### src/rtl/id_stage_sb.sv
// ---------------------------------------------------------------------------
// id_stage_sb -- instruction decode stage with register file, ID/EX pipeline
// register (valid/ready), per-register pending-write scoreboard and in-ID
// resolution of JAL / JR.
//
// Optional feature: define ID_SB_FWD_EN when EX/MEM forwarding exists
// downstream. Only JR source hazards and load-use hazards then stall.
// Without it every source read is checked against the scoreboard.
//
// Ports
//   clk, rst                  clock (rising edge), async active-high reset
//   if_valid/if_instr/if_pc   instruction from fetch
//   id_ready                  instruction accepted this cycle
//   j_ctrl/j_pc               fetch redirect for an accepted JAL/JR
//   ex_ready/ex_valid         ID/EX handshake
//   ex_p0, ex_p1              operands (ex_p0 = pc+1 for JAL)
//   ex_imm8..ex_hlt, ex_link  decode fields and control to EX
//   wb_we/wb_dst_addr/wb_dst_data  register write-back
//
// Instruction encoding: op[15:12] rd[11:8] rs[7:4] rt[3:0]
//   0000 ADD 0001 SUB 0010 AND 0011 OR : rd = rs op rt
//   0100 SLL 0101 SRL : rd = rs shift rt(shamt)
//   0110 LLB : rd = imm8 (instr[7:0])
//   1000 LW  : rd = mem[rs + imm]     1001 SW : mem[rs + imm] = rd
//   1101 JAL : R[LINK_REG] = pc+1, pc += sext(instr[11:0])
//   1110 JR  : pc = rs                1111 HLT ; others are NOPs
// ---------------------------------------------------------------------------
module id_stage_sb #(
  parameter int DATA_W   = 16,
  parameter int LINK_REG = 15,
  parameter int SB_W     = 2
) (
  input  logic              clk,
  input  logic              rst,
  input  logic              if_valid,
  input  logic [15:0]       if_instr,
  input  logic [DATA_W-1:0] if_pc,
  output logic              id_ready,
  output logic              j_ctrl,
  output logic [DATA_W-1:0] j_pc,
  input  logic              ex_ready,
  output logic              ex_valid,
  output logic [DATA_W-1:0] ex_p0,
  output logic [DATA_W-1:0] ex_p1,
  output logic [7:0]        ex_imm8,
  output logic [3:0]        ex_shamt,
  output logic [2:0]        ex_func,
  output logic              ex_src1sel,
  output logic [3:0]        ex_dst_addr,
  output logic              ex_we_rf,
  output logic              ex_we_mem,
  output logic              ex_re_mem,
  output logic              ex_wb_sel,
  output logic              ex_hlt,
  output logic              ex_link,
  input  logic              wb_we,
  input  logic [3:0]        wb_dst_addr,
  input  logic [DATA_W-1:0] wb_dst_data
);

  localparam logic [3:0]      LINK_A = 4'(LINK_REG);
  localparam logic [SB_W-1:0] SB_MAX = '1;
  localparam logic [SB_W-1:0] SB_ONE = SB_W'(1);

  // ---------------- decode ----------------
  logic [3:0] w_op, w_rd_f, w_rs_f, w_rt_f;
  logic [3:0] w_a0, w_a1, w_dst;
  logic       w_re0, w_re1, w_we_rf, w_we_mem, w_re_mem, w_wb_sel;
  logic       w_hlt, w_jal, w_jr, w_src1sel;
  logic [2:0] w_func;

  assign w_op   = if_instr[15:12];
  assign w_rd_f = if_instr[11:8];
  assign w_rs_f = if_instr[7:4];
  assign w_rt_f = if_instr[3:0];
  assign w_a0   = w_rs_f;

  always_comb begin
    w_re0 = 1'b0; w_re1 = 1'b0; w_we_rf = 1'b0; w_we_mem = 1'b0;
    w_re_mem = 1'b0; w_wb_sel = 1'b0; w_hlt = 1'b0; w_jal = 1'b0;
    w_jr = 1'b0; w_src1sel = 1'b0; w_func = 3'b000;
    w_dst = w_rd_f; w_a1 = w_rt_f;
    case (w_op)
      4'b0000, 4'b0001, 4'b0010, 4'b0011: begin
        w_re0 = 1'b1; w_re1 = 1'b1; w_we_rf = 1'b1; w_func = w_op[2:0];
      end
      4'b0100, 4'b0101: begin
        w_re0 = 1'b1; w_we_rf = 1'b1; w_func = w_op[2:0];
      end
      4'b0110: begin
        w_we_rf = 1'b1; w_src1sel = 1'b1; w_func = 3'b110;
      end
      4'b1000: begin
        w_re0 = 1'b1; w_we_rf = 1'b1; w_re_mem = 1'b1; w_wb_sel = 1'b1;
        w_src1sel = 1'b1;
      end
      4'b1001: begin
        // store data comes from the rd field
        w_re0 = 1'b1; w_re1 = 1'b1; w_a1 = w_rd_f; w_we_mem = 1'b1;
        w_src1sel = 1'b1; w_dst = 4'd0;
      end
      4'b1101: begin
        w_jal = 1'b1; w_we_rf = 1'b1; w_dst = LINK_A;
      end
      4'b1110: begin
        w_jr = 1'b1; w_re0 = 1'b1; w_dst = 4'd0;
      end
      4'b1111: begin
        w_hlt = 1'b1; w_dst = 4'd0;
      end
      default: w_dst = 4'd0;
    endcase
  end

  // ---------------- register file and scoreboard ----------------
  logic [DATA_W-1:0] w_rf [16];
  logic [SB_W-1:0]   w_sb [16];
  logic              w_issue;

  genvar gi;
  generate
    for (gi = 0; gi < 16; gi++) begin : g_reg
      logic [DATA_W-1:0] r_val;
      logic [SB_W-1:0]   r_cnt;
      logic              w_wr, w_inc, w_dec;

      assign w_wr  = wb_we && (wb_dst_addr == 4'(gi)) && (gi != 0);
      assign w_inc = w_issue && w_we_rf && (w_dst == 4'(gi)) && (gi != 0);
      // a stray write-back with nothing pending must not underflow
      assign w_dec = w_wr && (r_cnt != '0);

      always_ff @(posedge clk or posedge rst) begin
        if (rst) begin
          r_val <= '0;
          r_cnt <= '0;
        end else begin
          if (w_wr) r_val <= wb_dst_data;
          if (w_inc && !w_dec)      r_cnt <= r_cnt + SB_ONE;
          else if (w_dec && !w_inc) r_cnt <= r_cnt - SB_ONE;
        end
      end

      assign w_rf[gi] = r_val;
      assign w_sb[gi] = r_cnt;
    end
  endgenerate

  // read ports with same-cycle write-back bypass
  logic w_byp0, w_byp1;
  logic [DATA_W-1:0] w_rd0, w_rd1;
  assign w_byp0 = wb_we && (wb_dst_addr == w_a0) && (w_a0 != 4'd0);
  assign w_byp1 = wb_we && (wb_dst_addr == w_a1) && (w_a1 != 4'd0);
  assign w_rd0  = w_byp0 ? wb_dst_data : w_rf[w_a0];
  assign w_rd1  = w_byp1 ? wb_dst_data : w_rf[w_a1];

  // ---------------- hazards ----------------
  // A single pending write that lands this cycle is covered by the bypass.
  logic w_haz0, w_haz1, w_full, w_stall;
  assign w_haz0 = w_re0 && (w_a0 != 4'd0) && (w_sb[w_a0] != '0) &&
                  !((w_sb[w_a0] == SB_ONE) && w_byp0);
  assign w_haz1 = w_re1 && (w_a1 != 4'd0) && (w_sb[w_a1] != '0) &&
                  !((w_sb[w_a1] == SB_ONE) && w_byp1);
  // counters never wrap: a writer to a saturated register waits
  assign w_full = w_we_rf && (w_dst != 4'd0) && (w_sb[w_dst] == SB_MAX);

  logic r_ex_valid, r_ex_re_mem, r_halted;
  logic [3:0] r_ex_dst;

`ifdef ID_SB_FWD_EN
  logic w_lu;
  assign w_lu = r_ex_valid && r_ex_re_mem && (r_ex_dst != 4'd0) &&
                ((w_re0 && (w_a0 == r_ex_dst)) || (w_re1 && (w_a1 == r_ex_dst)));
  assign w_stall = (w_jr && w_haz0) || w_lu || w_full;
`else
  assign w_stall = w_haz0 || w_haz1 || w_full;
`endif

  assign id_ready = !rst && !r_halted && !w_stall && (!r_ex_valid || ex_ready);
  assign w_issue  = if_valid && id_ready;
  assign j_ctrl   = w_issue && (w_jal || w_jr);
  assign j_pc     = w_jal ? (if_pc + {{(DATA_W-12){if_instr[11]}}, if_instr[11:0]})
                          : w_rd0;

  // ---------------- ID/EX register ----------------
  logic [DATA_W-1:0] r_ex_p0, r_ex_p1;
  logic [7:0] r_ex_imm8;
  logic [3:0] r_ex_shamt;
  logic [2:0] r_ex_func;
  logic r_ex_src1sel, r_ex_we_rf, r_ex_we_mem, r_ex_wb_sel, r_ex_hlt, r_ex_link;

  always_ff @(posedge clk or posedge rst) begin
    if (rst) begin
      r_ex_valid <= 1'b0; r_ex_p0 <= '0; r_ex_p1 <= '0; r_ex_imm8 <= '0;
      r_ex_shamt <= '0; r_ex_func <= '0; r_ex_src1sel <= 1'b0; r_ex_dst <= '0;
      r_ex_we_rf <= 1'b0; r_ex_we_mem <= 1'b0; r_ex_re_mem <= 1'b0;
      r_ex_wb_sel <= 1'b0; r_ex_hlt <= 1'b0; r_ex_link <= 1'b0;
      r_halted <= 1'b0;
    end else begin
      // id_ready already implies the slot is free or draining
      if (w_issue) begin
        r_ex_valid   <= 1'b1;
        r_ex_p0      <= w_jal ? (if_pc + DATA_W'(1)) : w_rd0;
        r_ex_p1      <= w_rd1;
        r_ex_imm8    <= if_instr[7:0];
        r_ex_shamt   <= w_rt_f;
        r_ex_func    <= w_func;
        r_ex_src1sel <= w_src1sel;
        r_ex_dst     <= w_dst;
        r_ex_we_rf   <= w_we_rf;
        r_ex_we_mem  <= w_we_mem;
        r_ex_re_mem  <= w_re_mem;
        r_ex_wb_sel  <= w_wb_sel;
        r_ex_hlt     <= w_hlt;
        r_ex_link    <= w_jal;
      end else if (ex_ready) begin
        r_ex_valid <= 1'b0;
      end
      if (w_issue && w_hlt) r_halted <= 1'b1;
    end
  end

  assign ex_valid    = r_ex_valid;
  assign ex_p0       = r_ex_p0;
  assign ex_p1       = r_ex_p1;
  assign ex_imm8     = r_ex_imm8;
  assign ex_shamt    = r_ex_shamt;
  assign ex_func     = r_ex_func;
  assign ex_src1sel  = r_ex_src1sel;
  assign ex_dst_addr = r_ex_dst;
  assign ex_we_rf    = r_ex_we_rf;
  assign ex_we_mem   = r_ex_we_mem;
  assign ex_re_mem   = r_ex_re_mem;
  assign ex_wb_sel   = r_ex_wb_sel;
  assign ex_hlt      = r_ex_hlt;
  assign ex_link     = r_ex_link;

endmodule
### config.mk
export PLATFORM = sky130hd
export DESIGN_NAME = id_stage_sb
export DESIGN_NICKNAME = d
export VERILOG_FILES = /design/src/rtl/id_stage_sb.sv
export SDC_FILE = /design/constraint.sdc
export NUM_CORES = 1
export LEC_CHECK = 0
export BUFFER_PORTS_ARGS = -buffer_cell sky130_fd_sc_hd__buf_2
export CAP_MARGIN = 25
export CORE_MARGIN = 5
export CORE_UTILIZATION = 62
export CTS_BUF_LIST = sky130_fd_sc_hd__clkbuf_16
export CTS_CLUSTER_DIAMETER = 150
export DETAILED_ROUTE_END_ITERATION = 8
export PLACE_DENSITY = 0.78
export SLEW_MARGIN = 40
export SYNTH_ARGS = -nofsm -noshare
export SYNTH_HDL_FRONTEND = slang
export SYNTH_SLANG_ARGS = --single-unit
### constraint.sdc
create_clock -name clk -period 15.7 [get_ports clk]
set_input_delay 4.71 -clock clk [delete_from_list [all_inputs] [get_ports clk]]
set_output_delay 4.71 -clock clk [all_outputs]
set_load 0.01 [all_outputs]
==> run_results.csv <==
group,metric,value,unit
clock_tree,clockRootBuffer,"clkbuf_16",
route,vias,14800,
grt,grt_first_pass_wirelength,87.5,mm
yosys,yosysUniqueCellTypes,71,
layout,final_common_cell,"dfrtp_1",
power_and_ir_drop,p_comb_frac,0.285,
power_and_ir_drop,seq_power_share,0.437,
grt,grt_start_max_net_pins,142,
sta,rsz0062_at_grt,"false",
yosys,yosys-mux-area-fraction,0.323,
floorplan,die_h,186,µm
clock_tree,cts_setup_buffers,0,
layout,area_growth,11.3,%
yosys,synth-edff-count,0,
clock_tree,insertion_delay,530,ps
sta,slew_violations,0,
route,drt_iter0_markers,1505,
sta,period_needed,12830,ps
clock_tree,clk_path_buf_depth,3,
worst_setup_path,timing.rr.end,"g_reg[15].r_cnt[1]",
placement,port-buffer-count,133,
clock_tree,ctsHoldBuffers,0,
power_and_ir_drop,internal_power,0.00202,W
power_and_ir_drop,switching_power,0.000969,W
route,vias_per_cell,6.98,
yosys,synth_fa_ha_area_frac,0.0212,
yosys,avgSynthCellArea,11.9,µm²
clock_tree,cts_resized,0,
clock_tree,cts.sinks,325,
sta,worstMarginPinSlew,800,ps
sta,max_freq,0.0779,GHz
worst_setup_path,critical_path_class,"in2out",
yosys,async_reset_ff_frac,1.00,
yosys,syn_inst,1619,
power_and_ir_drop,p_clk_frac,0.279,
layout,n_fill_cell,2082,
placement,hpwlAfterDp,35.4,mm
outcome,run_status,"complete, no violations",
yosys,synth_top_area_frac,0.422,
grt,antenna_found_initial,1,
clock_tree,htree_levels,2,
min_path,hp-class,"reg2reg",
route,wl_per_cell,26.6,µm
floorplan,core_area,30700,µm²
sta,fin_ws,2870,ps
floorplan,dieArea,34700,µm²
sta,slew_headroom,0.467,
route,ant_nets,0,
floorplan,die_x,186,µm
worst_setup_path,arrival,8120,ps
yosys,synth_top_family_by_area,"multiplexers",
yosys,ys_ff_latch,325,
yosys,synth_area_leader_cell,"dfrtp_1",
clock_tree,path_clk_slew,60,ps
worst_setup_path,max_stage_delay,640,ps
sta,setup_tns,0,ps
yosys,synth_compound_area_frac,0.0796,
floorplan,initial_utilization,0.628,
yosys,ys_seq_area_frac,0.422,
worst_setup_path,rr_worst_depth,13,
sta,timing.final.hold_violations,0,
floorplan,ios,134,
yosys,synth_area_leaders,"dfrtp_1 42%, mux2_2 18%, mux4_2 12%",
power_and_ir_drop,swShare,0.324,
placement,place_congestion,0.943,
worst_setup_path,crit_end,"j_ctrl",
placement,pre_cts_ws,2970,ps
sta,fin_skew,18.0,ps
floorplan,row_count,64,
worst_setup_path,cp_max_fo,45,
worst_setup_path,end_kind,"output port",
clock_tree,cts_made_buffers,36,
power_and_ir_drop,powerDensity,140,nW/µm²
grt,grt_pass1_vias,15200,
grt,grt_overflow_total,0,
sta,setup_viol,0,
worst_setup_path,crit_path_frequent_cell,"buf_2",
power_and_ir_drop,ir_drop,0.0664,mV
yosys,syn-num-nets,1708,
layout,final_cell_mix,"325 x dfrtp_1, 309 x mux2_2, 157 x nand2_1",
worst_setup_path,crit_chain,"buf_2, and4bb_4, mux2i_4, buf_4, xnor2_1, nand4_1, nand3_1, a211oi_2, nor2_4, and3_1, buf_2",
yosys,yosysWarnings,0,
route,postRouteWirelength,56.3,mm
worst_setup_path,rr_startpoint,"ex_valid",
worst_setup_path,critPathLaunchType,"primary input",
yosys,synthSimpleGateAreaFrac,0.0880,
yosys,ys.flop_type,"dfrtp_1",
route,drtPass1Iterations,7,
worst_setup_path,crit_path_start,"if_instr[13]",
layout,drive_above_1_share,0.386,
sta,fin_crit_sh,0.817,
route,drc,0,
power_and_ir_drop,leakage,9.27,nW
grt,track_usage,0.327,
clock_tree,cts_tree,"built",
yosys,netlist_area,19300,µm²
run,drv_cap,0,
worst_setup_path,crit_required,10990,ps
layout,nets,1783,
worst_setup_path,regToRegSetupSlack,12100,ps
worst_setup_path,critPathSlowestCell,"buf_4",
yosys,synth_xor_area_frac,0.0350,
[cell type report]
class | count | area, µm² | area share
antenna | 1 | 2.50 | 0.000117
clock buffer | 36 | 901 | 0.0420
clock inverter | 29 | 264 | 0.0123
inverter | 12 | 57.6 | 0.00268
multi-input combinational | 1153 | 10600 | 0.495
sequential | 325 | 8130 | 0.379
tap | 396 | 495 | 0.0231
timing repair buffer | 166 | 976 | 0.0455
[how the worst min path moves through the flow]
stage | startpoint | to | slack (ps) | cells after the start
final | r_halted | r_halted | 460 | 1
after global routing | r_halted | r_halted | 500 | 1
after CTS | r_halted | r_halted | 470 | 1
after detailed placement | r_halted | r_halted | 450 | 1
after global placement | r_halted | r_halted | 440 | 1
after floorplan | r_halted | r_halted | 430 | 1
[power groups by stage]
stage,Combinational (W),Sequential (W),Clock [W]
after global routing,0.000921,0.00133,0.000882
after global placement,0.000812,0.00129,0
after detailed placement,0.000840,0.00131,0
after CTS,0.000848,0.00130,0.000842
final,0.000852,0.00131,0.000833
after floorplan,0.000583,0.00126,0
[sequential cells by signal, summed over array words and instances (netlist names), 3 cells and up]
| signal | count |
|---|---|
| ex_func | 3 |
| ex_p0 | 16 |
| ex_dst_addr | 4 |
| ex_imm8 | 8 |
| g.r_val | 240 |
| g.r_cnt | 30 |
| ex_p1 | 16 |
[critical path, delay by kind of cell]
family / cells / cell delay, ps
and+or+nand+nor: 5 / 1160
muxes: 1 / 600
xor gates and xnor gates: 1 / 130
buffers and inverters: 3 / 940
AOI/OAI and AO/OA: 1 / 520
[metal layers]
metal / GRT usage / up-vias / share of wire
met2: 0.506 / 902 / 0.46
met5: 0 / - / 0
met1: 0.428 / 7496 / 0.37
met4: 0.173 / 0 / 0.055
li1: - / 6167 / -
met3: 0.0842 / 224 / 0.11
[synthesized netlist by cell type (all sizes together), types with 8 or more instances]
cell	instances
and3	17
a21oi	49
buf	45
nand2	157
nand2b	21
nor2	60
nand3	46
nor3	8
mux4	103
ha	31
a22o	16
o211ai	13
mux2	312
or3	8
mux2i	35
inv	12
a41oi	16
dfrtp	325
xnor2	32
and4	9
o21ai	85
clkbuf	84
xor2	45
[metrics by stage]
| step | power (W) | util | hold WS [ps] | std cells | instance area (µm²) |
|---|---|---|---|---|---|
| 3_5_place_dp | 0.00215 | 0.660 | 452 | 2051 | 20300 |
| 3_3_place_gp | 0.00210 | 0.658 | 445 | 2049 | 20200 |
| 4_1_cts | 0.00299 | 0.698 | 468 | 2116 | 21400 |
| 2_1_floorplan | 0.00185 | - | 429 | 1619 | 19300 |
| 5_1_grt | 0.00314 | 0.699 | 498 | 2118 | 21400 |
| 6_report | 0.00299 | 0.699 | 465 | 2118 | 21400 |
[logic make-up (layout without fill, tap and decap cells)]
family | Yosys count | count (layout)
multiplexers | 450 | 450
AND/OR/NAND/NOR | 358 | 358
flip-flops | 325 | 325
AO/OA/AOI/OAI | 236 | 236
buffers and inverters | 141 | 243
XOR/XNOR | 77 | 77
adder cells (fa/ha/maj) | 32 | 32
other | 0 | 1
(Power assumes the default switching activity.)
